[src/rtl/pipe_seq_pkg.sv]
// pipe_seq_pkg: shared state encoding and constants for the pipeline sequencer
package pipe_seq_pkg;
    typedef enum logic [1:0] {
        RUN      = 2'd0,
        MEM_WAIT = 2'd1,
        MD_BUSY  = 2'd2,
        MD_DONE  = 2'd3
    } state_t;
    localparam int MD_CYCLES_DEF = 32;
    localparam logic [4:0] REG_ZERO = 5'd0;
endpackage

[src/rtl/pipe_sequencer_if.sv]
// pipe_sequencer_if: hazard inputs and register-control outputs between datapath and sequencer
interface pipe_sequencer_if #(parameter int CNT_W = 16);
    logic [4:0] id_rs, id_rt, ex_WN;
    logic id_uses_rt, ex_MR, ex_md;
    logic mem_Branch, mem_bne, mem_zero, mem_MR, mem_MW, dmem_ready;
    logic pc_we, ifid_we, idex_we, exmem_we, memwb_we;
    logic ifid_flush, idex_flush, exmem_flush, memwb_flush;
    logic pc_sel_branch, dmem_req, md_done;
    logic [1:0] state;
    logic [CNT_W-1:0] stall_cnt;
    modport master (
        output id_rs, id_rt, ex_WN, id_uses_rt, ex_MR, ex_md,
               mem_Branch, mem_bne, mem_zero, mem_MR, mem_MW, dmem_ready,
        input  pc_we, ifid_we, idex_we, exmem_we, memwb_we,
               ifid_flush, idex_flush, exmem_flush, memwb_flush,
               pc_sel_branch, dmem_req, md_done, state, stall_cnt
    );
    modport slave (
        input  id_rs, id_rt, ex_WN, id_uses_rt, ex_MR, ex_md,
               mem_Branch, mem_bne, mem_zero, mem_MR, mem_MW, dmem_ready,
        output pc_we, ifid_we, idex_we, exmem_we, memwb_we,
               ifid_flush, idex_flush, exmem_flush, memwb_flush,
               pc_sel_branch, dmem_req, md_done, state, stall_cnt
    );
endinterface

[src/rtl/pipe_sequencer_md_timer.sv]
// md_timer: loadable down-counter timing a mult/div occupancy of EX
module md_timer
    import pipe_seq_pkg::*;
#(
    parameter int MD_CYCLES = MD_CYCLES_DEF
) (
    input  logic clk,
    input  logic reset,
    input  logic load,
    input  logic dec,
    output logic last
);
    localparam int W = $clog2(MD_CYCLES);
    logic [W-1:0] cnt;
    // load with remaining busy cycles, count down while busy, never wrap
    always_ff @(posedge clk) begin
        if (reset) cnt <= '0;
        else if (load) cnt <= W'(MD_CYCLES - 1);
        else if (dec && cnt != '0) cnt <= cnt - 1'b1;
    end
    assign last = cnt == W'(1);
endmodule

[src/rtl/pipe_sequencer.sv]
// pipe_sequencer: stall/flush/enable control for the 5-stage pipeline
module pipe_sequencer
    import pipe_seq_pkg::*;
#(
    parameter int MD_CYCLES = MD_CYCLES_DEF,
    parameter int CNT_W     = 16
) (
    input logic clk,
    input logic reset,
    pipe_sequencer_if.slave bus
);
    state_t st, nxt;
    logic [CNT_W-1:0] cnt;
    logic [4:0] we;
    logic [3:0] fl;
    logic memop, taken, lu, wait_mem, sel, mdd, md_load, md_last;
    assign memop    = bus.mem_MR | bus.mem_MW;
    assign taken    = bus.mem_Branch & (bus.mem_bne ? ~bus.mem_zero : bus.mem_zero);
    assign lu       = bus.ex_MR && bus.ex_WN != REG_ZERO &&
                      (bus.ex_WN == bus.id_rs || (bus.id_uses_rt && bus.ex_WN == bus.id_rt));
    assign wait_mem = memop & ~bus.dmem_ready;
    md_timer #(.MD_CYCLES(MD_CYCLES)) u_timer (
        .clk(clk), .reset(reset), .load(md_load), .dec(st == MD_BUSY), .last(md_last)
    );
    // we = {pc, ifid, idex, exmem, memwb}; fl = {ifid, idex, exmem, memwb}
    always_comb begin
        we = 5'b00000;
        fl = 4'b0000;
        sel = 1'b0;
        mdd = 1'b0;
        md_load = 1'b0;
        nxt = st;
        if (reset) begin
            nxt = RUN;
        end else if (wait_mem && st != MD_DONE) begin
            fl = 4'b0001;
            nxt = st == MD_BUSY ? (md_last ? MD_DONE : MD_BUSY) : MEM_WAIT;
        end else if (st == MD_BUSY) begin
            we = 5'b00011;
            fl = 4'b0010;
            nxt = md_last ? MD_DONE : MD_BUSY;
        end else if (st == MD_DONE) begin
            we = 5'b11111;
            mdd = 1'b1;
            nxt = RUN;
        end else if (taken) begin
            we = 5'b11111;
            fl = 4'b1110;
            sel = 1'b1;
            nxt = RUN;
        end else if (bus.ex_md) begin
            we = 5'b00011;
            fl = 4'b0010;
            md_load = 1'b1;
            nxt = MD_BUSY;
        end else if (lu) begin
            we = 5'b00111;
            fl = 4'b0100;
            nxt = RUN;
        end else begin
            we = 5'b11111;
            nxt = RUN;
        end
    end
    assign {bus.pc_we, bus.ifid_we, bus.idex_we, bus.exmem_we, bus.memwb_we} = we;
    assign {bus.ifid_flush, bus.idex_flush, bus.exmem_flush, bus.memwb_flush} = fl;
    assign bus.pc_sel_branch = sel;
    assign bus.md_done       = mdd;
    assign bus.dmem_req      = memop & ~reset;
    assign bus.state         = st;
    assign bus.stall_cnt     = cnt;
    // state register and saturating count of cycles with the PC held
    always_ff @(posedge clk) begin
        if (reset) begin
            st  <= RUN;
            cnt <= '0;
        end else begin
            st <= nxt;
            if (!we[4] && cnt != '1) cnt <= cnt + 1'b1;
        end
    end
endmodule

[src/flat_wrapper.sv]
// flat-port wrapper written by rule: the top's interface ports become plain ports
module pipe_sequencer_flat import pipe_seq_pkg::*;
#(
    parameter int MD_CYCLES = MD_CYCLES_DEF,
    parameter int CNT_W     = 16
)
  (clk, reset, bus_id_rs, bus_id_rt, bus_ex_WN, bus_id_uses_rt, bus_ex_MR, bus_ex_md, bus_mem_Branch, bus_mem_bne, bus_mem_zero, bus_mem_MR, bus_mem_MW, bus_dmem_ready, bus_pc_we, bus_ifid_we, bus_idex_we, bus_exmem_we, bus_memwb_we, bus_ifid_flush, bus_idex_flush, bus_exmem_flush, bus_memwb_flush, bus_pc_sel_branch, bus_dmem_req, bus_md_done, bus_state, bus_stall_cnt);
  pipe_sequencer_if #(.CNT_W(CNT_W)) bus_i ();
  input logic clk;
  input logic reset;
  input wire logic [$bits(bus_i.id_rs)-1:0] bus_id_rs;
  input wire logic [$bits(bus_i.id_rt)-1:0] bus_id_rt;
  input wire logic [$bits(bus_i.ex_WN)-1:0] bus_ex_WN;
  input wire logic [$bits(bus_i.id_uses_rt)-1:0] bus_id_uses_rt;
  input wire logic [$bits(bus_i.ex_MR)-1:0] bus_ex_MR;
  input wire logic [$bits(bus_i.ex_md)-1:0] bus_ex_md;
  input wire logic [$bits(bus_i.mem_Branch)-1:0] bus_mem_Branch;
  input wire logic [$bits(bus_i.mem_bne)-1:0] bus_mem_bne;
  input wire logic [$bits(bus_i.mem_zero)-1:0] bus_mem_zero;
  input wire logic [$bits(bus_i.mem_MR)-1:0] bus_mem_MR;
  input wire logic [$bits(bus_i.mem_MW)-1:0] bus_mem_MW;
  input wire logic [$bits(bus_i.dmem_ready)-1:0] bus_dmem_ready;
  output wire logic [$bits(bus_i.pc_we)-1:0] bus_pc_we;
  output wire logic [$bits(bus_i.ifid_we)-1:0] bus_ifid_we;
  output wire logic [$bits(bus_i.idex_we)-1:0] bus_idex_we;
  output wire logic [$bits(bus_i.exmem_we)-1:0] bus_exmem_we;
  output wire logic [$bits(bus_i.memwb_we)-1:0] bus_memwb_we;
  output wire logic [$bits(bus_i.ifid_flush)-1:0] bus_ifid_flush;
  output wire logic [$bits(bus_i.idex_flush)-1:0] bus_idex_flush;
  output wire logic [$bits(bus_i.exmem_flush)-1:0] bus_exmem_flush;
  output wire logic [$bits(bus_i.memwb_flush)-1:0] bus_memwb_flush;
  output wire logic [$bits(bus_i.pc_sel_branch)-1:0] bus_pc_sel_branch;
  output wire logic [$bits(bus_i.dmem_req)-1:0] bus_dmem_req;
  output wire logic [$bits(bus_i.md_done)-1:0] bus_md_done;
  output wire logic [$bits(bus_i.state)-1:0] bus_state;
  output wire logic [$bits(bus_i.stall_cnt)-1:0] bus_stall_cnt;
  assign bus_i.id_rs = bus_id_rs;
  assign bus_i.id_rt = bus_id_rt;
  assign bus_i.ex_WN = bus_ex_WN;
  assign bus_i.id_uses_rt = bus_id_uses_rt;
  assign bus_i.ex_MR = bus_ex_MR;
  assign bus_i.ex_md = bus_ex_md;
  assign bus_i.mem_Branch = bus_mem_Branch;
  assign bus_i.mem_bne = bus_mem_bne;
  assign bus_i.mem_zero = bus_mem_zero;
  assign bus_i.mem_MR = bus_mem_MR;
  assign bus_i.mem_MW = bus_mem_MW;
  assign bus_i.dmem_ready = bus_dmem_ready;
  assign bus_pc_we = bus_i.pc_we;
  assign bus_ifid_we = bus_i.ifid_we;
  assign bus_idex_we = bus_i.idex_we;
  assign bus_exmem_we = bus_i.exmem_we;
  assign bus_memwb_we = bus_i.memwb_we;
  assign bus_ifid_flush = bus_i.ifid_flush;
  assign bus_idex_flush = bus_i.idex_flush;
  assign bus_exmem_flush = bus_i.exmem_flush;
  assign bus_memwb_flush = bus_i.memwb_flush;
  assign bus_pc_sel_branch = bus_i.pc_sel_branch;
  assign bus_dmem_req = bus_i.dmem_req;
  assign bus_md_done = bus_i.md_done;
  assign bus_state = bus_i.state;
  assign bus_stall_cnt = bus_i.stall_cnt;
  pipe_sequencer #(.MD_CYCLES(MD_CYCLES), .CNT_W(CNT_W)) u_core (.clk(clk), .reset(reset), .bus(bus_i));
endmodule
[config.mk]
export PLATFORM = sky130hd
export DESIGN_NAME = pipe_sequencer_flat
export DESIGN_NICKNAME = d
export VERILOG_FILES = /design/src/rtl/pipe_seq_pkg.sv /design/src/rtl/pipe_sequencer_if.sv /design/src/rtl/pipe_sequencer_md_timer.sv /design/src/rtl/pipe_sequencer.sv /design/src/flat_wrapper.sv
export SDC_FILE = /design/constraint.sdc
export NUM_CORES = 1
export LEC_CHECK = 0
export CORE_UTILIZATION = 30
export CTS_CLUSTER_SIZE = 16
export DETAILED_ROUTE_END_ITERATION = 8
export PLACE_DENSITY = 0.71
export SLEW_MARGIN = 15
export SYNTH_ARGS = -nofsm -noshare
export SYNTH_HDL_FRONTEND = slang
export SYNTH_SLANG_ARGS = --single-unit
export TNS_END_PERCENT = 5
[constraint.sdc]
create_clock -name clk -period 2.1 [get_ports clk]
set_input_delay 0.42 -clock clk [delete_from_list [all_inputs] [get_ports clk]]
set_output_delay 0.42 -clock clk [all_outputs]
set_load 0.02 [all_outputs]
# [After elaboration in Yosys (flattened, before gate mapping)]
# Cells that the tools add are included.
[totals] register_bits=23 output_inout_bits=30 wordCells=69
[op_classes] n_addsub=2 n_eq_ne=7 muxes=39 bitwise=7 reduce_logical=11
[ops] cell="$mux 5" count=9
[ops] cell="$mux 4" count=6
[ops] cell="$mux 1" count=17
[ops] cell="$add 16x1->16 const B" count=1
[ops] cell="$ne 16x16->1 const B" count=1
[ops] cell="$mux 2" count=6
[ops] cell="$eq 5x5->1" count=2
[ops] cell="$reduce_bool 5->1" count=2
[ops] cell="$logic_and 1x1->1" count=6
[ops] cell="$eq 5x1->1 const B" count=1
[ops] cell="$sub 5x1->5 const B" count=1
[ops] cell="$eq 2x2->1 const B" count=2
[ops] cell="$and 1x1->1" count=3
[ops] cell="$mux 3" count=1
[ops] cell="$not 1->1" count=3
[ops] cell="$ne 2x2->1 const B" count=1
[ops] cell="$reduce_bool 2->1" count=1
[ops] cell="$logic_not 1->1" count=1
[ops] cell="$logic_or 1x1->1" count=1
[ops] cell="$or 1x1->1" count=1

# [Depth between registers and ports, before layout]
# Gate-level depths: netlist (run 1).
[logic_depth] ltp_word=13 ltp_mapped=10

# [Modules after synthesis]
# Synthesis (run 1) repeated with hierarchy kept, for this count alone.
[hier_totals] cells_unflattened=183 hier_area_um2=1496.4
[modules_own_cells] mod="pipe_sequencer" instances=1 cells_each=153 area_each_um2=1211.2 seq_area_each_um2=360.3
[modules_own_cells] mod="md_timer" instances=1 cells_each=30 area_each_um2=285.3 seq_area_each_um2=100.1

# [Worst setup path after synthesis (run 1)]
# OpenSTA, ideal clock, no wires.
[synth_timing] kind="in2out" startpoint="input bus_ex_WN[0]" endpoint="output bus_pc_we" t_arrival_ns=1.861 required_time_ns=1.680 setup_slack_ns=-0.181 stages=5 path_buffers=1 cell_sequence="or4_1 -> o21ai_2 -> inv_1 -> a31oi_1 -> buf_4"
[synth_between] elab_chain_len=11 elab_cells_between_ends=14 classes_between="2 x eq/ne; 7 x mux; 5 x reduce/logical"
[synth_rtl] element="start, declared" line_no="flat_wrapper.sv:13" text="input wire logic [$bits(bus_i.ex_WN)-1:0] bus_ex_WN;"
[synth_rtl] element="$eq 5x5->1" line_no="pipe_sequencer.sv:20" text="(bus.ex_WN == bus.id_rs || (bus.id_uses_rt && bus.ex_WN == bus.id_rt));"
[synth_rtl] element="$logic_and 1x1->1" line_no="pipe_sequencer.sv:20"
[synth_rtl] element="$logic_or 1x1->1" line_no="pipe_sequencer.sv:20"
[synth_rtl] element="$logic_and 1x1->1 *" line_no="pipe_sequencer.sv:19" text="assign lu = bus.ex_MR && bus.ex_WN != REG_ZERO &&"
[synth_rtl] element="$mux 5 *" line_no="pipe_sequencer.sv:56" text="end else if (lu) begin"
[synth_rtl] element="$mux 5 *" line_no="pipe_sequencer.sv:51" text="end else if (bus.ex_md) begin"
[synth_rtl] element="$mux 5 *" line_no="pipe_sequencer.sv:46" text="end else if (taken) begin"
[synth_rtl] element="$mux 5 *" line_no="pipe_sequencer.sv:42" text="end else if (st == MD_DONE) begin"
[synth_rtl] element="$mux 5 *" line_no="pipe_sequencer.sv:38" text="end else if (st == MD_BUSY) begin"
[synth_rtl] element="$mux 5 *" line_no="pipe_sequencer.sv:35" text="end else if (wait_mem && st != MD_DONE) begin"
[synth_rtl] element="$mux 5 *" line_no="pipe_sequencer.sv:33" text="if (reset) begin"
[synth_rtl] element="end, declared" line_no="flat_wrapper.sv:23" text="output wire logic [$bits(bus_i.pc_we)-1:0] bus_pc_we;"
# Mark *: on every way between the ends. The rest lies on a longest branch, timed or not.

# [Worst setup path in the final report (run 1)]
[layout_timing] startpoint="input bus_ex_WN[0]" endpoint="output bus_idex_flush"
[layout_between] elab_chain_len=11 elab_cells_between_ends=14 classes_between="2 x eq/ne; 7 x mux; 5 x reduce/logical"
[layout_rtl] element="$eq 5x5->1" line_no="pipe_sequencer.sv:20"
[layout_rtl] element="$logic_and 1x1->1" line_no="pipe_sequencer.sv:20"
[layout_rtl] element="$logic_or 1x1->1" line_no="pipe_sequencer.sv:20"
[layout_rtl] element="$logic_and 1x1->1 *" line_no="pipe_sequencer.sv:19"
[layout_rtl] element="$mux 3 *" line_no="pipe_sequencer.sv:56"
[layout_rtl] element="$mux 4 *" line_no="pipe_sequencer.sv:51"
[layout_rtl] element="$mux 4 *" line_no="pipe_sequencer.sv:46"
[layout_rtl] element="$mux 4 *" line_no="pipe_sequencer.sv:42"
[layout_rtl] element="$mux 4 *" line_no="pipe_sequencer.sv:38"
[layout_rtl] element="$mux 4 *" line_no="pipe_sequencer.sv:35"
[layout_rtl] element="$mux 4 *" line_no="pipe_sequencer.sv:33"
[layout_rtl] element="end, declared" line_no="flat_wrapper.sv:29" text="output wire logic [$bits(bus_i.idex_flush)-1:0] bus_idex_flush;"
# Marked as above.

==> impl_results.md, run 1 <==
* Crit path max-delay cell type: or4_4
* Leakage at around 1.0 nW
* Initial antenna violation count at 0
* Final Setup Violations at 3
* Number of global-route vias before repair at 1384
* Syn Nets at about 200
* Synth Area in Simple Gates at 0.266
* Vias per cell at a little under 5
* Hold Buf Count CTS at 0
* DP Area at 2220 um2
* Total Routing Usage GR at 0.142
* Htree depth at 1
* WL final at approximately 3.8 mm
* Num CTS Buffers at 3
* Worst-path maximum fanout at 3
* Final min period at 2110 ps
* DR pass1 iterations at 4
* Max Slew Vio Count at 0
* Mux share of post-synthesis cell area at 0.0222
* Layout Nets at around 290
* Port Buf Inserts at 55
* Sequential area share after synthesis at 0.314
* Sink Count at 23
* Worst-skew pair later-pin latency at 260 ps
* CP arrival at 1690 ps
* Most used flip-flop cell after synthesis: dfxtp_1
* Largest net degree at the start of global routing at 29
* Clock network power share at 0.239
* Worst-path clk slew at 80 ps
* Switching share of power at 0.299
* Final Hold Viols at 0
* Cell taking the most area after synthesis: dfxtp_1
* Gate Count Post-Synth at 175
* Die Ht at 71.9 um
* EDFF count, synth at 0
* Slew @ Worst Pin at 433 ps
* Switch Pwr at 0.341 mW
* Root buffer cell: clkbuf_8
* Fin util at 0.524
* Initial Utilization at 0.310
* Cell count after placement at between 300 and 400
* Fin crit share at 1.01
* Synthesized cell area at between 1000 and 1500 um2
* YS warnings at 0
* Peak VDD IR at 0.000246 V
* Std-Cell Rows at 25
* Most frequent cells in the layout: buf_4 (29), clkdlybuf4s50_1 (22), dfxtp_1 (18), dlymetal6s2s_1 (14), nor2_1 (12)
* Unique masters post-synth at 43
* Post-synthesis compound-gate area fraction at 0.196
* Final non-filler cell total at 323
* Final instance area at 2470 um2
* DR iter-0 viols at 49
* First-pass GRT wire length at 5.82 mm
* I/O pin count at 56
* Setup Skew at 1.96 ps
* Total of max-cap violations at 0
* Core Area at 4720 um2
* Routed Antenna Nets at 0
* CP required at about 1700 ps
* DRC at 0
* Hold crit path type: flip-flop to flip-flop
* Critical path startpoint category: input port
* Top cells by area, synth: dfxtp_1 (31%), xnor2_1 (6.6%), a21oi_1 (5.1%)
* Diodes inserted at 0
* Synth Area in XOR/XNOR at 0.0897
* Routed length per instance at 11.7 um
* RSZ-0062 raised after global routing: yes
* Die area at 5170 um2
* Critical Path Max Stage Delay at 440 ps
* PwrDens at 460 nW/um2
* Min setup slack post-route at -12.0 ps
* Commonest non-fill, non-tap cell in the layout: buf_4
* Int Power at 0.799 mW
* Layout cell share with drive strength beyond 1 at 0.328
* Reg power frac at 0.422
* Routed vias at 1572
* Status: complete, but fails checks
* Post-synth ARST share at 0
* Crit Path Class: input port to output port
* FMAX at around 470 MHz
* Total grt overflow at 0
* Pwr Total at between 1 and 1.5 mW
* Chip Width at 71.9 um
* Main combinational cell family by area after synthesis: simple AND/OR/NAND/NOR gates
* HPWL Detailed at 2.63 mm
* CTS tree: yes
* CP cell instances: dlygate4sd2_1, or4_4, o21ai_4, inv_2, nand3_1, a211oi_2, buf_4
* Area Growth Syn to Fin at 68.9%
* Final GP Congestion at 0.746
* Failing checks: negative setup slack
* Setup TNS at -24.7 ps
* R2R Setup Slk at 100 ps
* Critical Path End Type: output port
* Clock buffer depth at 2
* Post-Syn Area per Cell at 8.37 um2
* Top cell type's share of synthesized area at 0.314
* Adder-Cell Fraction of Synth Area at 0.0256
* Combinational power share at 0.339
* #FFs+latches synth at 23
* Relative slew slack at 0.710
[area by class of cell]
| class | count | area, um2 |
|---|---|---|
| Clock buffer | 4 | 45.0 |
| Fill cell | 444 | 2250 |
| Inverter | 11 | 43.8 |
| Multi-Input combinational cell | 132 | 1020 |
| Sequential cell | 23 | 467 |
| Tap cell | 67 | 83.8 |
| Timing Repair Buffer | 86 | 816 |
[synth_stat cells (2+ instances only)]
master,n
o21ai_0,11
a21oi_1,15
nor2b_1,4
o31ai_1,4
nor3_1,3
nand4_1,7
a211oi_1,2
nand3_1,9
nor2_1,12
inv_1,10
clkbuf_1,2
mux2_2,2
a31oi_1,3
clkbuf_8,2
dfxtp_1,23
or3_1,7
nand2_1,9
or3_2,3
nor4_1,2
xor2_1,4
or4_1,4
xnor2_1,11
ha_1,3
buf_4,3
and3_1,2
[routing by layer]
| layer | GRT usage | vias up | wire length (um) |
|---|---|---|---|
| li1 | - | 787 | - |
| met1 | 0.174 | 734 | 1760 |
| met2 | 0.238 | 49 | 1820 |
| met3 | 0.0352 | 2 | 180 |
| met5 | 0 | - | 0 |
| met4 | 0.0588 | 0 | 24 |
[path summary, 6_finish.rpt]
path	start	cells after the start	endpoint
worst max-delay path	bus_ex_WN[0]	7	bus_idex_flush
worst min-delay path	u_core.bus.stall_cnt[15]	2	u_core.bus.stall_cnt[15]
worst max register to register	u_core.bus.stall_cnt[1]	9	u_core.bus.stall_cnt[11]
worst min register to register	u_core.bus.stall_cnt[15]	2	u_core.bus.stall_cnt[15]
[power by group through the flow]
stage | combinational, mW | clock (mW) | sequential (mW)
2_1_floorplan | 0.170 | 0 | 0.505
3_3_place_gp | 0.344 | 0 | 0.485
3_5_place_dp | 0.348 | 0 | 0.486
4_1_cts | 0.348 | 0.287 | 0.476
5_1_grt | 0.417 | 0.303 | 0.485
6_report | 0.386 | 0.273 | 0.481
[critical path: cells and delay by family]
family	cells	cell delay (ps)
buffers and inverters	3	500
AOI/OAI and AO/OA	2	240
and+or+nand+nor	2	530
[cell families after synthesis]
kind of cell             Yosys count
AND/OR/NAND/NOR                   68
AO/OA/AOI/OAI                     43
flip-flops                        23
buffers and inverters             20
XOR/XNOR                          15
multiplexers                       3
adder cells (fa/ha/maj)            3
[state kept, by name, indices dropped and copies added, names as in the netlist]
register	count
u_core.u_timer.cnt	5
u_core.bus.state	2
u_core.bus.stall_cnt	16
[stage by stage]
step | setup WS (ps) | hold WS [ps]
CTS | -163 | 507
detailed placement | -811 | 495
global route | -69.1 | 535
global placement | -808 | 481
floorplan | -20.0 | 460
finish | -12.0 | 506
[timing repair]
action | CTS | global route
gates resized for setup | 47 | 57
endpoints found under the setup margin | 28 | 17
buffers inserted | 0 | 4
pin swaps | 11 | 33
cloned | 0 | 2
Note: power is estimated with default switching activity, not from simulation.
==> run 2: changes to the inputs <==
--- a/config.mk
+++ b/config.mk
@@ -8,7 +8,7 @@
 export CORE_UTILIZATION = 30
 export CTS_CLUSTER_SIZE = 16
 export DETAILED_ROUTE_END_ITERATION = 8
-export PLACE_DENSITY = 0.71
+export PLACE_DENSITY = 0.68
 export SLEW_MARGIN = 15
 export SYNTH_ARGS = -nofsm -noshare
 export SYNTH_HDL_FRONTEND = slang
==> constraint.sdc (replaced) <==
create_clock -name clk -period 2.3 [get_ports clk]
set_input_delay 0.46 -clock clk [delete_from_list [all_inputs] [get_ports clk]]
set_output_delay 0.46 -clock clk [all_outputs]
set_load 0.02 [all_outputs]
==> impl_results.md, run 2 (synthesized netlist as in run 1, its figures left out) <==
* Status: completed
* Cell count after placement at 305
* Met3 GRT Util at 0.0309
* Std-Cell Rows at 25
* Peak VDD IR at 0.000181 V
* Critical hold path startpoint: u_core.u_timer.cnt[4]
* Critical Path Max Stage Delay at about 540 ps
* Routed vias at around 1600
* Die Ht at about 70 um
* Sink Count at 23
* Switching share of power at 0.295
* CTS tree: yes
* Chip Width at roughly 70 um
* Die area at 5170 um2
* Final Setup Violations at 0
* DP Worst Slack at -688 ps
* Final Hold Viols at 0
* Worst-skew pair later-pin latency at 270 ps
* Clock buffer depth at 2
* Largest net degree at the start of global routing at 27
* CP arrival at 1840 ps
* Area Growth Syn to Fin at 61.1%
* Fin crit share at 0.998
* Initial Utilization at 0.310
* Layout Nets at about 280
* Worst-path clk slew at 80 ps
* Core Area at 4720 um2
* Diodes inserted at 0
* FMAX at 436 MHz
* CP cell instances: dlygate4sd2_1, or4_1, o21ai_2, inv_1, a31oi_2, buf_4
* Max Slew Vio Count at 0
* Total Routing Usage GR at 0.138
* Worst-path maximum fanout at 3
* Setup Skew at 6.84 ps
* Num CTS Buffers at 3
* Root buffer cell: clkbuf_8
* Routed length per instance at 11.6 um
* Int Power at 0.727 mW
* I/O pin count at 56
* R2R Setup Slk at 170 ps
* Switch Pwr at 0.304 mW
* Clock network power share at 0.243
* RSZ-0062 raised after global routing: yes
* Met2 Usage GRT at 0.240
* Relative slew slack at 0.722
* Critical path startpoint category: input port
* Hold crit path type: flip-flop to flip-flop
* Most frequent cells in the layout: clkdlybuf4s50_1 (34), buf_4 (28), dfxtp_1 (22), nor2_1 (12), a21oi_1 (12)
* Max reg flops at 16
* Crit Path Class: input port to output port
* Total of max-cap violations at 0
* Final GP Congestion at 0.792
* Commonest non-fill, non-tap cell in the layout: clkdlybuf4s50_1
* GR Layer Usage met1 at 0.170
* Worst r2r src: u_core.bus.stall_cnt[1]
* First-pass GRT wire length at roughly 5.8 mm
* HPWL Detailed at 2.55 mm
* Htree depth at 1
* WL final at approximately 3.7 mm
* Gr busiest metal: met2
* Leakage at 0.921 nW
* Vias per cell at 4.93
* Reg power frac at 0.427
* DR pass1 iterations at 4
* Hold Crit Endpoint: u_core.u_timer.cnt[4]
* Reg-to-reg critical path endpoint: u_core.bus.stall_cnt[5]
* Hold Buf Count CTS at 0
* Total grt overflow at 0
* Critical Path End Type: output port
* PwrDens at 436 nW/um2
* Path depth of the worst reg2reg path at 11
* Port Buf Inserts at 55
* Final non-filler cell total at 321
* Slew @ Worst Pin at 415 ps
* Final min period at 2300 ps
* Crit path max-delay cell type: or4_1
* Min setup slack post-route at a little under 4 ps
* CP required at 1840 ps
* DR iter-0 viols at between 60 and 70
* Hold path cells at 2
* Initial antenna violation count at 0
* DRC at 0
* Combinational power share at 0.330
* Routed Antenna Nets at 0
* Number of global-route vias before repair at 1416
* Layout cell share with drive strength beyond 1 at 0.260
[run 2: changes by cell type in the layout (fill, tap and decap cells not counted), moves of 3 or more]
cell	change
clkdlybuf4s50_1	+12
dlymetal6s2s_1	-9
clkbuf_2	-4
dfxtp_1	+4
dfxtp_2	-4
a21oi_1	+3
a21oi_2	-3
[run 2: cell type report]
type | instances | area (um2)
clock buffers | 4 | 45.0
fillers | 461 | 2360
inverters | 11 | 41.3
multi-input cells | 133 | 968
flip-flops and latches | 23 | 462
well taps | 67 | 83.8
repair buffers | 83 | 761
[run 2: worst max-delay path by stage]
stage / from / to / slack, ps / cells after the start
6_report: bus_ex_WN[0] / bus_pc_we / 4 / 6
5_1_grt: bus_id_rs[4] / bus_idex_flush / -90 / 7
4_1_cts: bus_mem_bne / bus_ifid_flush / -80 / 6
3_5_place_dp: bus_ex_WN[0] / bus_pc_we / -690 / 6
3_3_place_gp: bus_ex_WN[0] / bus_ifid_we / -690 / 6
2_1_floorplan: bus_ex_WN[0] / bus_pc_we / 100 / 5
[run 2: through the flow]
stage               area [um2]  power (mW)  TNS [ps]  hold slack [ps]   util
finish                    2360        1.03         0              512  0.500
detailed placement        2160       0.754     -9450              500  0.458
global route              2360        1.08      -157              546  0.500
CTS                       2210        1.01      -334              512  0.469
floorplan                 1470       0.616         0              460      -
global placement          2160       0.752     -9230              483  0.458
[run 2: repair_timing]
item                                    CTS  global route
gates resized for setup                  41            26
gates cloned                              0             1
setup buffers                             0            11
endpoints found under the setup margin   22            21
pin swaps                                 9            10
[run 2: power groups by stage]
stage / registers, mW / logic, mW / clock network, mW
finish: 0.440 / 0.341 / 0.250
global route: 0.443 / 0.368 / 0.273
CTS: 0.438 / 0.307 / 0.264
detailed placement: 0.447 / 0.307 / 0
global placement: 0.447 / 0.305 / 0
floorplan: 0.461 / 0.155 / 0
[run 2: layer usage]
metal  vias up  part of all wire
li1        786                 -
met1       727              0.44
met2        62              0.48
met3         6             0.067
met4         0             0.013
met5         -                 0
[run 2: critical path: cells and delay by family]
family	cells	cell delay (ps)
simple gates	1	540
buf+inv	3	530
compound gates	2	310
